==> src/rtl/mag_feeder.sv <==
//==============================================================================
// Module      : mag_feeder
// Description : Buffers signed (X,Y) samples in a small FIFO and feeds the
//               squared magnitude X*X+Y*Y, one sample at a time, to a
//               downstream square-root stage. A handshake FSM issues a
//               one-cycle start pulse, then waits a bounded time for the
//               result pulse; if none arrives the sample is dropped and ERR
//               pulses.
//
// Parameters  : DEPTH        sample FIFO entries (power of two, 2..8)
//               TIMEOUT      WAIT cycles before abort (1..31)
//
// Ports       : CLK          clock, rising edge
//               RST_N        asynchronous active-low reset
//               S_VALID      upstream sample valid
//               S_READY      FIFO not full, sample can be accepted
//               S_X, S_Y     signed 8-bit sample components
//               SQ_IN_VALID  one-cycle start pulse to square-root stage
//               SQ_IN        16-bit unsigned radicand X*X+Y*Y
//               SQ_OUT_VALID result pulse from square-root stage
//               BUSY         FSM not in IDLE
//               FIFO_CNT     FIFO occupancy 0..DEPTH
//               ERR          one-cycle pulse on WAIT timeout
//
// Revision    : 1.0 - initial release
//==============================================================================
`default_nettype none

module mag_feeder #(
  parameter int DEPTH   = 4,
  parameter int TIMEOUT = 31
) (
  input  logic        CLK,
  input  logic        RST_N,
  input  logic        S_VALID,
  output logic        S_READY,
  input  logic [7:0]  S_X,
  input  logic [7:0]  S_Y,
  output logic        SQ_IN_VALID,
  output logic [15:0] SQ_IN,
  input  logic        SQ_OUT_VALID,
  output logic        BUSY,
  output logic [3:0]  FIFO_CNT,
  output logic        ERR
);

  localparam int          c_aw      = (DEPTH > 1) ? $clog2(DEPTH) : 1;
  localparam logic [3:0]  c_depth   = 4'(DEPTH);
  localparam logic [4:0]  c_to_last = 5'(TIMEOUT - 1);

  typedef enum logic [1:0] {
    ST_IDLE  = 2'd0,
    ST_CALC  = 2'd1,
    ST_ISSUE = 2'd2,
    ST_WAIT  = 2'd3
  } state_t;

  // ---------------------------------------------------------------------------
  // Registers
  // ---------------------------------------------------------------------------
  state_t              r_state;
  logic [15:0]         r_mem [DEPTH];
  logic [c_aw-1:0]     r_wr_ptr;
  logic [c_aw-1:0]     r_rd_ptr;
  logic [3:0]          r_cnt;
  logic [7:0]          r_x;
  logic [7:0]          r_y;
  logic [15:0]         r_sq_in;
  logic                r_sq_in_valid;
  logic                r_err;
  logic [4:0]          r_to_cnt;

  // ---------------------------------------------------------------------------
  // Combinational
  // ---------------------------------------------------------------------------
  logic                w_ready;
  logic                w_push;
  logic                w_pop;
  logic [15:0]         w_head;
  logic [7:0]          w_ax;
  logic [7:0]          w_ay;
  logic [15:0]         w_sq_x;
  logic [15:0]         w_sq_y;

  // Readiness uses the registered count only, so a pop in the same cycle
  // never opens room for a push into a full FIFO.
  assign w_ready = (r_cnt != c_depth);
  assign w_push  = S_VALID && w_ready;
  assign w_pop   = (r_state == ST_IDLE) && (r_cnt != 4'd0);
  assign w_head  = r_mem[r_rd_ptr];

  // Square the magnitudes as unsigned values. |-128| = 128 still fits in
  // 8 unsigned bits, and 2*128^2 = 0x8000 fits in 16 bits, so no overflow.
  assign w_ax   = r_x[7] ? (~r_x + 8'd1) : r_x;
  assign w_ay   = r_y[7] ? (~r_y + 8'd1) : r_y;
  assign w_sq_x = 16'(w_ax) * 16'(w_ax);
  assign w_sq_y = 16'(w_ay) * 16'(w_ay);

  // ---------------------------------------------------------------------------
  // FIFO storage (data needs no reset; pointers and count do)
  // ---------------------------------------------------------------------------
  always_ff @(posedge CLK) begin
    if (w_push) begin
      r_mem[r_wr_ptr] <= {S_X, S_Y};
    end
  end

  // Pointers are c_aw bits wide and DEPTH is a power of two, so they wrap
  // modulo DEPTH naturally.
  always_ff @(posedge CLK or negedge RST_N) begin
    if (!RST_N) begin
      r_wr_ptr <= '0;
      r_rd_ptr <= '0;
      r_cnt    <= 4'd0;
    end else begin
      if (w_push) begin
        r_wr_ptr <= r_wr_ptr + 1'b1;
      end
      if (w_pop) begin
        r_rd_ptr <= r_rd_ptr + 1'b1;
      end
      if (w_push && !w_pop) begin
        r_cnt <= r_cnt + 4'd1;
      end else if (w_pop && !w_push) begin
        r_cnt <= r_cnt - 4'd1;
      end
    end
  end

  // ---------------------------------------------------------------------------
  // Handshake FSM: IDLE -> CALC -> ISSUE -> WAIT -> IDLE
  // SQ_IN_VALID is set on the CALC->ISSUE edge so it is high exactly while
  // the FSM sits in ISSUE. SQ_IN is only written leaving CALC, so it stays
  // stable through ISSUE and WAIT for the stage that samples it late.
  // ---------------------------------------------------------------------------
  always_ff @(posedge CLK or negedge RST_N) begin
    if (!RST_N) begin
      r_state       <= ST_IDLE;
      r_x           <= 8'd0;
      r_y           <= 8'd0;
      r_sq_in       <= 16'd0;
      r_sq_in_valid <= 1'b0;
      r_err         <= 1'b0;
      r_to_cnt      <= 5'd0;
    end else begin
      r_sq_in_valid <= 1'b0;
      r_err         <= 1'b0;
      case (r_state)
        ST_IDLE: begin
          if (w_pop) begin
            r_x     <= w_head[15:8];
            r_y     <= w_head[7:0];
            r_state <= ST_CALC;
          end
        end
        ST_CALC: begin
          r_sq_in       <= w_sq_x + w_sq_y;
          r_sq_in_valid <= 1'b1;
          r_state       <= ST_ISSUE;
        end
        ST_ISSUE: begin
          r_to_cnt <= 5'd0;
          r_state  <= ST_WAIT;
        end
        ST_WAIT: begin
          if (SQ_OUT_VALID) begin
            r_state <= ST_IDLE;
          end else if (r_to_cnt == c_to_last) begin
            // TIMEOUT cycles spent in WAIT with no result: drop the sample.
            r_err   <= 1'b1;
            r_state <= ST_IDLE;
          end else begin
            r_to_cnt <= r_to_cnt + 5'd1;
          end
        end
        default: begin
          r_state <= ST_IDLE;
        end
      endcase
    end
  end

  // ---------------------------------------------------------------------------
  // Outputs
  // ---------------------------------------------------------------------------
  assign S_READY     = w_ready;
  assign SQ_IN_VALID = r_sq_in_valid;
  assign SQ_IN       = r_sq_in;
  assign BUSY        = (r_state != ST_IDLE);
  assign FIFO_CNT    = r_cnt;
  assign ERR         = r_err;

endmodule

`default_nettype wire

==> config.mk <==
export PLATFORM = sky130hd
export DESIGN_NAME = mag_feeder
export DESIGN_NICKNAME = d
export VERILOG_FILES = /design/src/rtl/mag_feeder.sv
export SDC_FILE = /design/constraint.sdc
export NUM_CORES = 1
export LEC_CHECK = 0
export BUFFER_PORTS_ARGS = -buffer_cell sky130_fd_sc_hd__buf_2
export CAP_MARGIN = 30
export CORE_MARGIN = 1.5
export CORE_UTILIZATION = 60
export CTS_CLUSTER_SIZE = 8
export DETAILED_ROUTE_END_ITERATION = 10
export GPL_TIMING_DRIVEN = 0
export PLACE_DENSITY_LB_ADDON = 0.2
export SETUP_SLACK_MARGIN = 0.2
export SLEW_MARGIN = 5
export SYNTH_ARGS = -nofsm -noshare
export SYNTH_HDL_FRONTEND = slang
export SYNTH_SLANG_ARGS = --single-unit
==> constraint.sdc <==
create_clock -name CLK -period 18 [get_ports CLK]
set_clock_uncertainty 0.15 [all_clocks]
set_input_delay 5.4 -clock CLK [delete_from_list [all_inputs] [get_ports CLK]]
set_output_delay 5.4 -clock CLK [all_outputs]
set_load 0.005 [all_outputs]
==> qor.json, run 1 <==
{
  "clocking": {
    "cts_max_level": 4,
    "cts_buffer_depth": 2,
    "post_cts_buffers": 0,
    "worst_setup_hold_path_clk_slew_ns": 0.05,
    "tritoncts_num_sinks": 113,
    "cts_buffers": 17,
    "cts_hold_buf": 0,
    "cts_root_buffer": "sky130_fd_sc_hd__clkbuf_16",
    "clock_latency_ns": 0.41,
    "post_cts_resize_count": 0,
    "cts_tree": "built"
  },
  "synth": {
    "synth.largest_area_cell": "sky130_fd_sc_hd__edfxtp_1",
    "ys.flop_type": "sky130_fd_sc_hd__edfxtp_1",
    "yosys.cell_types.count": 56,
    "post_synthesis_cell_count": 661,
    "yosys_warnings": 0,
    "edff_count_synth": 64,
    "synth.yosys.seq_area_share": 0.389,
    "synth.ff_latch_count": 113,
    "ys_async_sr_fraction": 0.434,
    "synth.cell_area_sq_um": 8100,
    "synth_area_leaders": "sky130_fd_sc_hd__edfxtp_1 (24%), sky130_fd_sc_hd__fa_1 (19%), sky130_fd_sc_hd__dfrtp_1 (15%)",
    "post-synth-top-area-fraction": 0.237,
    "syn_avg_cell_area_sq_um": 12.3
  },
  "worst_setup_path": {
    "crit_path_end_kind": "flip-flop",
    "cp_cell_sequence": "clkbuf_1, inv_1, ha_1, nand2_1, nand2_1, xnor2_1, and2_1, inv_1, fa_1, fa_1, inv_1, fa_1, fa_1, fa_1, inv_1, fa_1, inv_1, ha_1, a21oi_1, o2111ai_1, a221oi_1, xnor2_1, mux2_2",
    "worst-path-max-fanout": 10,
    "cp_data_arrival_time_ns": 7.50,
    "timing.critical_path.mode_cell": "sky130_fd_sc_hd__fa_1",
    "worst_path_max_delay_cell": "sky130_fd_sc_hd__xnor2_1",
    "r2r_slack_ns": 10.63,
    "cpPeakStageDelay_ns": 0.62,
    "critPathLaunchType": "flip-flop",
    "worst_setup_path_class": "reg -> reg",
    "worst_ep_required_time_ns": 18.13
  },
  "sta": {
    "max_freq_mhz": 136,
    "finalWorstSetupSlack_ns": 10.63,
    "worst_pin_slew_ns": 0.980,
    "report.final.setup_viol": 0,
    "count_of_final_hold_check_violations": 0,
    "totalNegativeSetupSlack_ns": 0,
    "max_slew_margin": 0.342,
    "maxSlewViolCount": 0,
    "finalHoldWorstSlack_ns": 0.341,
    "rsz_0062_raised_after_global_routing": "no",
    "final_period_minus_worst_setup_slack_ns": 7.37,
    "timing.final.crit_share": 0.409
  },
  "final_layout": {
    "final_common_cell": "sky130_fd_sc_hd__inv_1",
    "antenna_cells": 0,
    "number_of_nets_at_the_end_of_the_flow": 899,
    "most_frequent_cells_in_the_layout": "sky130_fd_sc_hd__inv_1 (124), sky130_fd_sc_hd__fa_1 (77), sky130_fd_sc_hd__ha_1 (66)",
    "layout_cells_sized_above_1": 0.178,
    "area.growth.synth_to_final_pct": 13.3
  },
  "grt": {
    "grt_overflow_total": 0,
    "global_route_wire_length_before_repair_um": 25900,
    "grt_max_degree": 39,
    "via_count_of_the_first_global_routing_pass": 5563,
    "global_route.usage.total": 0.237,
    "antenna_found_initial": 0
  },
  "placed_design": {
    "buffer_ports.inserted": 43,
    "dp_worst_setup_slack_ns": 10.36,
    "dp_hpwl_um": 11400,
    "gp_routability_congestion": 0.836
  },
  "drt": {
    "vias_per_cell": 5.45,
    "routed_length_per_instance_um": 16.3,
    "firstDrtPassIters": 4,
    "vias": 5041,
    "drt_first_iter_violations": 254,
    "route.final.wire_length_um": 15100,
    "drcViolationCount": 0,
    "detail-route-antenna-nets": 0
  },
  "job": {
    "drv.max_cap_violation_count": 0
  },
  "outcome": {
    "run_status": "finished clean"
  },
  "floorplanning": {
    "initial_utilization": 0.614,
    "io_pins": 44,
    "placement_rows": 42,
    "die_width_um": 119,
    "fp.dieArea_sq_um": 14200,
    "core_area_sq_um": 13200,
    "die_height_um": 119
  },
  "worst_hold_path": {
    "hold_path.class": "reg -> reg"
  }
}
cell families (layout without fill, tap and decap cells):
| kind of cell | after synthesis | after routing | synth area share |
|---|---|---|---|
| fa+ha+maj | 143 | 143 | 0.292 |
| compound gates | 52 | 52 | 0.0465 |
| other cells | 2 | 12 | 0.000927 |
| flops | 113 | 113 | 0.389 |
| xor+xnor | 37 | 37 | 0.0418 |
| simple gates | 132 | 132 | 0.0801 |
| buf+inv | 136 | 214 | 0.0641 |
| mux | 46 | 46 | 0.0859 |
path summary, 6_finish.rpt:
| check | end | startpoint | cells after the start |
|---|---|---|---|
| setup / recovery | SQ_IN[13]$_DFFE_PN0P_ | r_x[0]$_DFFE_PN0P_ | 23 |
| hold / removal | FIFO_CNT[3]$_DFFE_PN0P_ | FIFO_CNT[3]$_DFFE_PN0P_ | 1 |
| setup reg to reg | SQ_IN[13]$_DFFE_PN0P_ | r_x[0]$_DFFE_PN0P_ | 23 |
| hold reg to reg | FIFO_CNT[3]$_DFFE_PN0P_ | FIFO_CNT[3]$_DFFE_PN0P_ | 1 |
| max in group asynchronous | SQ_IN[13]$_DFFE_PN0P_ | RST_N | 2 |
| min in group asynchronous | r_y[7]$_DFFE_PN0P_ | RST_N | 1 |
state kept, by name (all words and copies together) (netlist names):
register,count
r_to_cnt,5
r_x,8
r_mem,64
SQ_IN_VALID,1
r_rd_ptr,2
ERR,1
SQ_IN,16
r_state,2
r_y,8
r_wr_ptr,2
FIFO_CNT,4
metal layers:
metal | wire (um) | part of all wire | global-route usage | vias up
li1 | - | - | - | 2332
met1 | 6170 | 0.41 | 0.281 | 2585
met2 | 8130 | 0.54 | 0.433 | 101
met3 | 444 | 0.029 | 0.0393 | 23
met4 | 313 | 0.021 | 0.0858 | 0
met5 | 0 | 0 | 0 | -
area by class of cell:
type | count | area (sq um)
Sequential cell | 113 | 3150
Clock inverter | 13 | 139
Inverter | 125 | 469
Clock buffer | 19 | 433
Fill cell | 934 | 4010
Buffer | 11 | 50.0
Timing Repair Buffer | 46 | 250
Tap cell | 176 | 220
Multi-Input combinational cell | 422 | 4470
cell usage after synthesis (all sizes together) (7+ instances only):
cell type,instances
mux4,16
ha,66
inv,125
dfrtp,49
fa,77
a21oi,12
xor2,14
nand3,7
edfxtp,64
nand2,40
and2,13
mux2,28
xnor2,23
nor2,33
o21ai,10
critical path: cells and delay by family, from the launching register on:
kind	cells	cell delay, ns
compound gates	3	0.82
fa+ha+maj	8	3.67
simple gates	3	0.40
mux	1	0.27
buf+inv	6	0.77
xor+xnor	2	0.73
flops	1	0.43
through the flow:
step,instance area [sq um],utilization,cells
2_1_floorplan,8140,-,671
3_3_place_gp,8580,0.650,890
3_5_place_dp,8600,0.652,891
4_1_cts,9170,0.695,923
5_1_grt,9180,0.696,925
6_report,9180,0.696,925
Power of run 1 is left out: the tool's default activity adds up to more than one toggle a clock period on the data nets, which glitch-free logic cannot reach.
==> run 2: changes to the inputs <==
Settings changed: CORE_UTILIZATION 60 to 56.
Clock period 18 ns to 6.7 ns, I/O delays scaled along.
==> run 2 against run 1 <==
Effect of this change:
- register-to-register slack got worse by 10 ns
- setup slack got worse by 10 ns
- sequential share of layout area decreased by 2.4 points
- routed wire length increased by 6.7%
- hold slack got worse by 0.0019 ns
- core utilization increased by 1.2 points
- final area increased by 7.9%
- cell count increased by 3.8%
- global-route usage decreased by 0.66 points
- die area increased by 7.0%
- maximum frequency increased by 17%
- critical path type unchanged
- critical endpoint is now SQ_IN[14]$_DFFE_PN0P_
- largest cell class unchanged
==> qor.json, run 2 (synthesis gave the netlist of run 1 again) <==
{
  "drt": {
    "detail-route-antenna-nets": {"value": 0, "change": "unchanged"},
    "vias_per_cell": {"value": 5.32, "change": "-2.4%"},
    "drt_first_iter_violations": {"value": 251, "change": "-1.2%"},
    "drcViolationCount": {"value": 0, "change": "unchanged"},
    "firstDrtPassIters": {"value": 6, "change": "+2"},
    "vias": {"value": 5106, "change": "+1.3%"},
    "route.final.wire_length": {"value": 16100, "unit": "um", "change": "+6.7%"},
    "routed_length_per_instance": {"value": 16.7, "unit": "um", "change": "+2.8%"}
  },
  "final_layout": {
    "final_util": {"value": 0.708, "change": "+0.0121"},
    "largest_reg_flops": {"value": 64, "change": "unchanged"},
    "final-seq-area": {"value": 3150, "unit": "sq um", "change": "+0.20%"},
    "number_of_nets_at_the_end_of_the_flow": {"value": 930, "change": "+3.4%"},
    "fillerInstances": {"value": 1000, "change": "+7.1%"},
    "area.growth.synth_to_final_pct": 22.3,
    "final_common_cell": "sky130_fd_sc_hd__inv_1",
    "most_frequent_cells_in_the_layout": "sky130_fd_sc_hd__inv_1 (119), sky130_fd_sc_hd__fa_1 (73), sky130_fd_sc_hd__edfxtp_1 (64)",
    "layout_cells_sized_above_1": {"value": 0.286, "change": "+0.108"},
    "multiInputGateArea": {"value": 4880, "unit": "sq um", "change": "+9.1%"},
    "antenna_cells": {"value": 0, "change": "unchanged"},
    "max_flop_register": "r_mem"
  },
  "worst_setup_path": {
    "r2r_slack": {"value": 0.39, "unit": "ns", "change": "-10.24 ns"},
    "worst_ep_required_time": {"value": 6.83, "unit": "ns", "change": "-11.30 ns"},
    "cpPeakStageDelay": {"value": 0.58, "unit": "ns", "change": "-0.04 ns"},
    "worstReg2RegEnd": "SQ_IN[14]$_DFFE_PN0P_",
    "r2r.worst_path.cells": {"value": 21, "change": "-8.7%"},
    "critPathLaunchType": "flip-flop",
    "crit_path_end_kind": "flip-flop",
    "timing.critical_path.mode_cell": "sky130_fd_sc_hd__fa_1",
    "cp_cell_sequence": "buf_4, or3_4, o31ai_4, xor2_4, buf_6, nor2_1, fa_2, xnor2_1, xnor2_1, fa_1, fa_1, fa_1, inv_1, fa_1, inv_1, ha_4, and4b_2, buf_4, nor4_4, or4_1, nand4_1",
    "r2r_start": "r_y[0]$_DFFE_PN0P_",
    "cp_data_arrival_time": {"value": 6.44, "unit": "ns", "change": "-1.06 ns"},
    "worst_setup_path_class": "reg -> reg",
    "worst-path-max-fanout": {"value": 5, "change": "-5"},
    "worst_path_max_delay_cell": "sky130_fd_sc_hd__fa_1"
  },
  "grt": {
    "global_route_wire_length_before_repair": {"value": 26100, "unit": "um", "change": "+0.93%"},
    "grt_max_degree": {"value": 40, "change": "+2.6%"},
    "antenna_found_initial": {"value": 0, "change": "unchanged"},
    "via_count_of_the_first_global_routing_pass": {"value": 5449, "change": "-2.0%"},
    "grt_overflow_total": {"value": 0, "change": "unchanged"},
    "global_route.usage.total": {"value": 0.230, "change": "-0.00665"}
  },
  "clocking": {
    "cts_max_level": {"value": 4, "change": "unchanged"},
    "cts_buffer_depth": {"value": 2, "change": "unchanged"},
    "cts_tree": "built",
    "cts_buffers": {"value": 17, "change": "unchanged"},
    "cts_hold_buf": {"value": 0, "change": "unchanged"},
    "tritoncts_num_sinks": {"value": 113, "change": "unchanged"},
    "cts_root_buffer": "sky130_fd_sc_hd__clkbuf_16",
    "worst_setup_hold_path_clk_slew": {"value": 0.05, "unit": "ns", "change": "about the same"},
    "clock_latency": {"value": 0.41, "unit": "ns", "change": "about the same"}
  },
  "floorplanning": {
    "core_area": {"value": 14000, "unit": "sq um", "change": "+6.1%"},
    "initial_utilization": {"value": 0.579, "change": "-0.0351"},
    "fp.dieArea": {"value": 15200, "unit": "sq um", "change": "+7.0%"},
    "placement_rows": {"value": 43, "change": "+2.4%"},
    "die_height": {"value": 123, "unit": "um", "change": "+3.4%"},
    "io_pins": {"value": 44, "change": "unchanged"},
    "die_width": {"value": 123, "unit": "um", "change": "+3.4%"}
  },
  "worst_hold_path": {
    "hold-path-cell-count": {"value": 1, "change": "unchanged"},
    "worst_hold_path_endpoint": "FIFO_CNT[3]$_DFFE_PN0P_",
    "hold_path.class": "reg -> reg",
    "launch_point_of_the_worst_hold_path": "FIFO_CNT[3]$_DFFE_PN0P_"
  },
  "sta": {
    "maxSlewViolCount": {"value": 0, "change": "unchanged"},
    "max_freq": {"value": 158, "unit": "MHz", "change": "+17%"},
    "finalHoldWorstSlack": {"value": 0.339, "unit": "ns", "change": "-0.00185 ns"},
    "rsz_0062_raised_after_global_routing": "no",
    "final_period_minus_worst_setup_slack": {"value": 6.31, "unit": "ns", "change": "-1.06 ns"},
    "count_of_final_hold_check_violations": {"value": 0, "change": "unchanged"},
    "report.final.setup_viol": {"value": 0, "change": "unchanged"},
    "max_slew_margin": {"value": 0.413, "change": "+0.0708"},
    "timing.final.crit_share": {"value": 0.942, "change": "+0.532"},
    "worst_pin_slew": {"value": 0.880, "unit": "ns", "change": "-0.0992 ns"}
  },
  "placed_design": {
    "gp_routability_congestion": {"value": 0.837, "change": "about the same"},
    "buffer_ports.inserted": {"value": 43, "change": "unchanged"},
    "dp_hpwl": {"value": 11500, "unit": "um", "change": "+1.5%"}
  },
  "outcome": {
    "run_status": "finished clean"
  },
  "job": {
    "drv.max_cap_violation_count": {"value": 0, "change": "unchanged"}
  }
}
==> run 2: cell types whose count changed in the layout (fill, tap and decap cells not counted), moves of 6 or more <==
cell and change:
sky130_fd_sc_hd__buf_4 +27, sky130_fd_sc_hd__ha_1 -8, sky130_fd_sc_hd__xnor2_1 -6, sky130_fd_sc_hd__ha_4 +7
==> run 2: metal layers <==
metal / part of all wire / vias to the layer above / GRT usage
met3: 0.028 / 16 / 0.0457
met5: 0 / - / 0
li1: - / 2405 / -
met1: 0.42 / 2603 / 0.277
met2: 0.54 / 82 / 0.420
met4: 0.012 / 0 / 0.0647
==> run 2: worst max path at each step <==
| stage | from | end | slack (ns) |
|---|---|---|---|
| 6_report | r_y[0]$_DFFE_PN0P_ | SQ_IN[14]$_DFFE_PN0P_ | 0.39 |
| 5_1_grt | r_x[3]$_DFFE_PN0P_ | SQ_IN[14]$_DFFE_PN0P_ | 0.17 |
| 4_1_cts | r_y[0]$_DFFE_PN0P_ | SQ_IN[13]$_DFFE_PN0P_ | 0.18 |
| 3_5_place_dp | r_x[0]$_DFFE_PN0P_ | SQ_IN[13]$_DFFE_PN0P_ | -0.82 |
| 3_3_place_gp | r_x[0]$_DFFE_PN0P_ | SQ_IN[13]$_DFFE_PN0P_ | -0.78 |
| 2_1_floorplan | r_x[0]$_DFFE_PN0P_ | SQ_IN[13]$_DFFE_PN0P_ | 0.21 |
==> run 2: what timing repair did <==
action                                  4_1_cts  5_1_grt
buffers inserted                             22       11
endpoints found under the hold margin         0        0
endpoints found under the setup margin       10        8
gates resized for setup                      45       46
pin swaps                                    22       38
==> run 2: critical path, delay by kind of cell (launching register included) <==
kind / cells / cell delay [ns]
xor+xnor: 3 / 0.43
buf+inv: 5 / 0.59
flops: 1 / 0.45
simple gates: 6 / 1.41
fa+ha+maj: 6 / 2.89
compound gates: 1 / 0.26
==> run 2: cell type report <==
class / instances / share of cell area
Sequential cell: 113 / 0.318
Clock buffer: 18 / 0.0433
Multi-Input combinational cell: 422 / 0.492
Buffer: 11 / 0.00631
Clock inverter: 14 / 0.0189
Inverter: 125 / 0.0476
Timing Repair Buffer: 77 / 0.0503
Tap cell: 180 / 0.0227
==> run 2: metrics by stage <==
step | area (sq um) | TNS, ns | cells | setup WS [ns]
global route | 9910 | 0 | 960 | 0.167
finish | 9910 | 0 | 960 | 0.390
CTS | 9660 | 0 | 949 | 0.185
floorplan | 8140 | 0 | 671 | 0.210
global placement | 8580 | -4.59 | 894 | -0.783
detailed placement | 8600 | -4.85 | 895 | -0.823
Power of run 2 is left out for the same reason.
==> run 3: changes to the inputs <==
Settings changed: CORE_UTILIZATION 56 to 40, PLACE_DENSITY_LB_ADDON 0.2 to unset.
==> run 3 against run 2 <==
Effect of this change:
- non-clock buffer count fell by 6
- maximum frequency rose by 0.39%
- routed wire length fell by 4.0%
- first-iteration DRC count fell by 20%
- final area fell by 0.67%
==> qor.json, run 3 (synthesis gave the netlist of run 1 again) <==
{
  "outcome": {
    "run_status": "finished clean"
  },
  "sta": {
    "max_freq": {"value": 159, "unit": "MHz", "change": "+0.39%"},
    "finalHoldWorstSlack": {"value": 0.354, "unit": "ns", "change": "+0.0148 ns"},
    "totalNegativeSetupSlack": {"value": 0, "unit": "ns", "change": "unchanged"},
    "rsz_0062_raised_after_global_routing": "no",
    "final_period_minus_worst_setup_slack": {"value": 6.29, "unit": "ns", "change": "-0.0247 ns"},
    "worst_pin_slew": {"value": 0.851, "unit": "ns", "change": "-0.0295 ns"},
    "timing.final.crit_share": {"value": 0.938, "change": "-0.00369"},
    "max_slew_margin": {"value": 0.433, "change": "+0.0196"},
    "maxSlewViolCount": {"value": 0, "change": "unchanged"},
    "count_of_final_hold_check_violations": {"value": 0, "change": "unchanged"},
    "report.final.setup_viol": {"value": 0, "change": "unchanged"}
  },
  "clocking": {
    "cts_buffers": {"value": 17, "change": "unchanged"},
    "cts_tree": "built",
    "cts_root_buffer": "sky130_fd_sc_hd__clkbuf_16",
    "worst_setup_hold_path_clk_slew": {"value": 0.06, "unit": "ns", "change": "about the same"},
    "tritoncts_num_sinks": {"value": 113, "change": "unchanged"},
    "cts_hold_buf": {"value": 0, "change": "unchanged"},
    "cts_buffer_depth": {"value": 2, "change": "unchanged"},
    "clock_latency": {"value": 0.41, "unit": "ns", "change": "about the same"},
    "cts_max_level": {"value": 4, "change": "unchanged"}
  },
  "worst_setup_path": {
    "worst_ep_required_time": {"value": 6.84, "unit": "ns", "change": "about the same"},
    "r2r_start": "r_y[1]$_DFFE_PN0P_",
    "crit_family": "adder cells",
    "critPathLaunchType": "flip-flop",
    "path_buf_inv": {"value": 4, "change": "-1"},
    "r2r.worst_path.cells": {"value": 20, "change": "-4.8%"},
    "cp_cell_sequence": "or3_4, o31ai_4, xor2_4, inv_2, nand2_2, inv_1, fa_1, fa_2, fa_1, fa_1, fa_1, inv_1, fa_1, inv_1, ha_4, nand3_1, o211a_1, o21ai_0, xor2_1, mux2_2",
    "cpPeakStageDelay": {"value": 0.56, "unit": "ns", "change": "-0.02 ns"},
    "cp_num_cells": {"value": 20, "change": "-4.8%"},
    "worst-path-max-fanout": {"value": 6, "change": "+1"},
    "worst_path_max_delay_cell": "sky130_fd_sc_hd__fa_1",
    "worstReg2RegEnd": "SQ_IN[11]$_DFFE_PN0P_",
    "crit_path_end_kind": "flip-flop",
    "cp_data_arrival_time": {"value": 6.43, "unit": "ns", "change": "about the same"},
    "worst_setup_path_class": "reg -> reg",
    "timing.critical_path.mode_cell": "sky130_fd_sc_hd__fa_1",
    "r2r_slack": {"value": 0.41, "unit": "ns", "change": "+0.02 ns"}
  },
  "grt": {
    "global_route_wire_length_before_repair": {"value": 26600, "unit": "um", "change": "+1.6%"},
    "via_count_of_the_first_global_routing_pass": {"value": 5510, "change": "+1.1%"},
    "antenna_found_initial": {"value": 0, "change": "unchanged"},
    "global_route.usage.total": {"value": 0.158, "change": "-0.0716"},
    "grt_max_degree": {"value": 40, "change": "unchanged"},
    "grt_overflow_total": {"value": 0, "change": "unchanged"}
  },
  "drt": {
    "drcViolationCount": {"value": 0, "change": "unchanged"},
    "detail-route-antenna-nets": {"value": 0, "change": "unchanged"},
    "route.final.wire_length": {"value": 15400, "unit": "um", "change": "-4.0%"},
    "vias_per_cell": {"value": 4.86, "change": "-8.5%"},
    "vias": {"value": 5054, "change": "-1.0%"},
    "routed_length_per_instance": {"value": 14.8, "unit": "um", "change": "-11%"},
    "drt_first_iter_violations": {"value": 202, "change": "-20%"},
    "firstDrtPassIters": {"value": 4, "change": "-2"}
  },
  "final_layout": {
    "number_of_nets_at_the_end_of_the_flow": {"value": 924, "change": "-0.65%"},
    "final_common_cell": "sky130_fd_sc_hd__inv_1",
    "fillerInstances": {"value": 1795, "change": "+80%"},
    "largest_reg_flops": {"value": 64, "change": "unchanged"},
    "multiInputGateArea": {"value": 4790, "unit": "sq um", "change": "-1.9%"},
    "most_frequent_cells_in_the_layout": "sky130_fd_sc_hd__inv_1 (122), sky130_fd_sc_hd__fa_1 (74), sky130_fd_sc_hd__edfxtp_1 (64)",
    "final-seq-area": {"value": 3150, "unit": "sq um", "change": "unchanged"},
    "antenna_cells": {"value": 0, "change": "unchanged"},
    "max_flop_register": "r_mem",
    "area.growth.synth_to_final_pct": 21.4,
    "layout_cells_sized_above_1": {"value": 0.270, "change": "-0.0159"}
  },
  "floorplanning": {
    "io_pins": {"value": 44, "change": "unchanged"},
    "die_width": {"value": 145, "unit": "um", "change": "+18%"},
    "placement_rows": {"value": 51, "change": "+19%"},
    "core_area": {"value": 19700, "unit": "sq um", "change": "+41%"},
    "fp.dieArea": {"value": 21100, "unit": "sq um", "change": "+39%"},
    "initial_utilization": {"value": 0.412, "change": "-0.167"},
    "die_height": {"value": 145, "unit": "um", "change": "+18%"}
  },
  "worst_hold_path": {
    "hold-path-cell-count": {"value": 1, "change": "unchanged"},
    "hold_path.class": "reg -> reg",
    "launch_point_of_the_worst_hold_path": "SQ_IN[9]$_DFFE_PN0P_",
    "worst_hold_path_endpoint": "SQ_IN[9]$_DFFE_PN0P_"
  },
  "job": {
    "drv.max_cap_violation_count": {"value": 0, "change": "unchanged"}
  },
  "placed_design": {
    "buffer_ports.inserted": {"value": 43, "change": "unchanged"},
    "gp_routability_congestion": {"value": 0.785, "change": "-6.1%"},
    "dp_hpwl": {"value": 11700, "unit": "um", "change": "+1.9%"}
  }
}
run 3: final cells by class:
class,count,area share
Inverter,125,0.0479
Clock buffer,18,0.0436
Sequential cell,113,0.321
Tap cell,265,0.0337
Multi-Input combinational cell,422,0.486
Clock inverter,14,0.0161
Timing Repair Buffer,71,0.0453
Buffer,11,0.00636
run 3: metrics by stage:
stage / area, sq um / cells / setup slack, ns / util
2_1_floorplan: 8140 / 671 / 0.210 / -
3_3_place_gp: 8690 / 979 / -0.729 / 0.442
3_5_place_dp: 8710 / 980 / -0.800 / 0.443
4_1_cts: 9630 / 1030 / 0.202 / 0.490
5_1_grt: 9840 / 1039 / 0.172 / 0.501
6_report: 9840 / 1039 / 0.415 / 0.501
run 3: how the worst max path moves through the flow:
stage	end	from
5_1_grt	SQ_IN[14]$_DFFE_PN0P_	r_y[0]$_DFFE_PN0P_
6_report	SQ_IN[11]$_DFFE_PN0P_	r_y[1]$_DFFE_PN0P_
3_5_place_dp	SQ_IN[13]$_DFFE_PN0P_	r_x[0]$_DFFE_PN0P_
3_3_place_gp	SQ_IN[13]$_DFFE_PN0P_	r_x[0]$_DFFE_PN0P_
4_1_cts	SQ_IN[12]$_DFFE_PN0P_	r_x[2]$_DFFE_PN0P_
2_1_floorplan	SQ_IN[13]$_DFFE_PN0P_	r_x[0]$_DFFE_PN0P_
run 3: timing repair:
action | in CTS | in global routing
setup endpoints to repair | 10 | 8
setup buffers | 18 | 9
pin swaps | 15 | 25
endpoints found under the hold margin | 0 | 0
gates resized for setup | 39 | 32
run 3: layer usage:
metal	share of wire	global-route usage	up-vias
li1	-	-	2391
met4	0.013	0.0510	0
met1	0.42	0.187	2572
met5	0	0	-
met2	0.53	0.285	73
met3	0.031	0.0365	18
Power of run 3 is left out for the same reason.
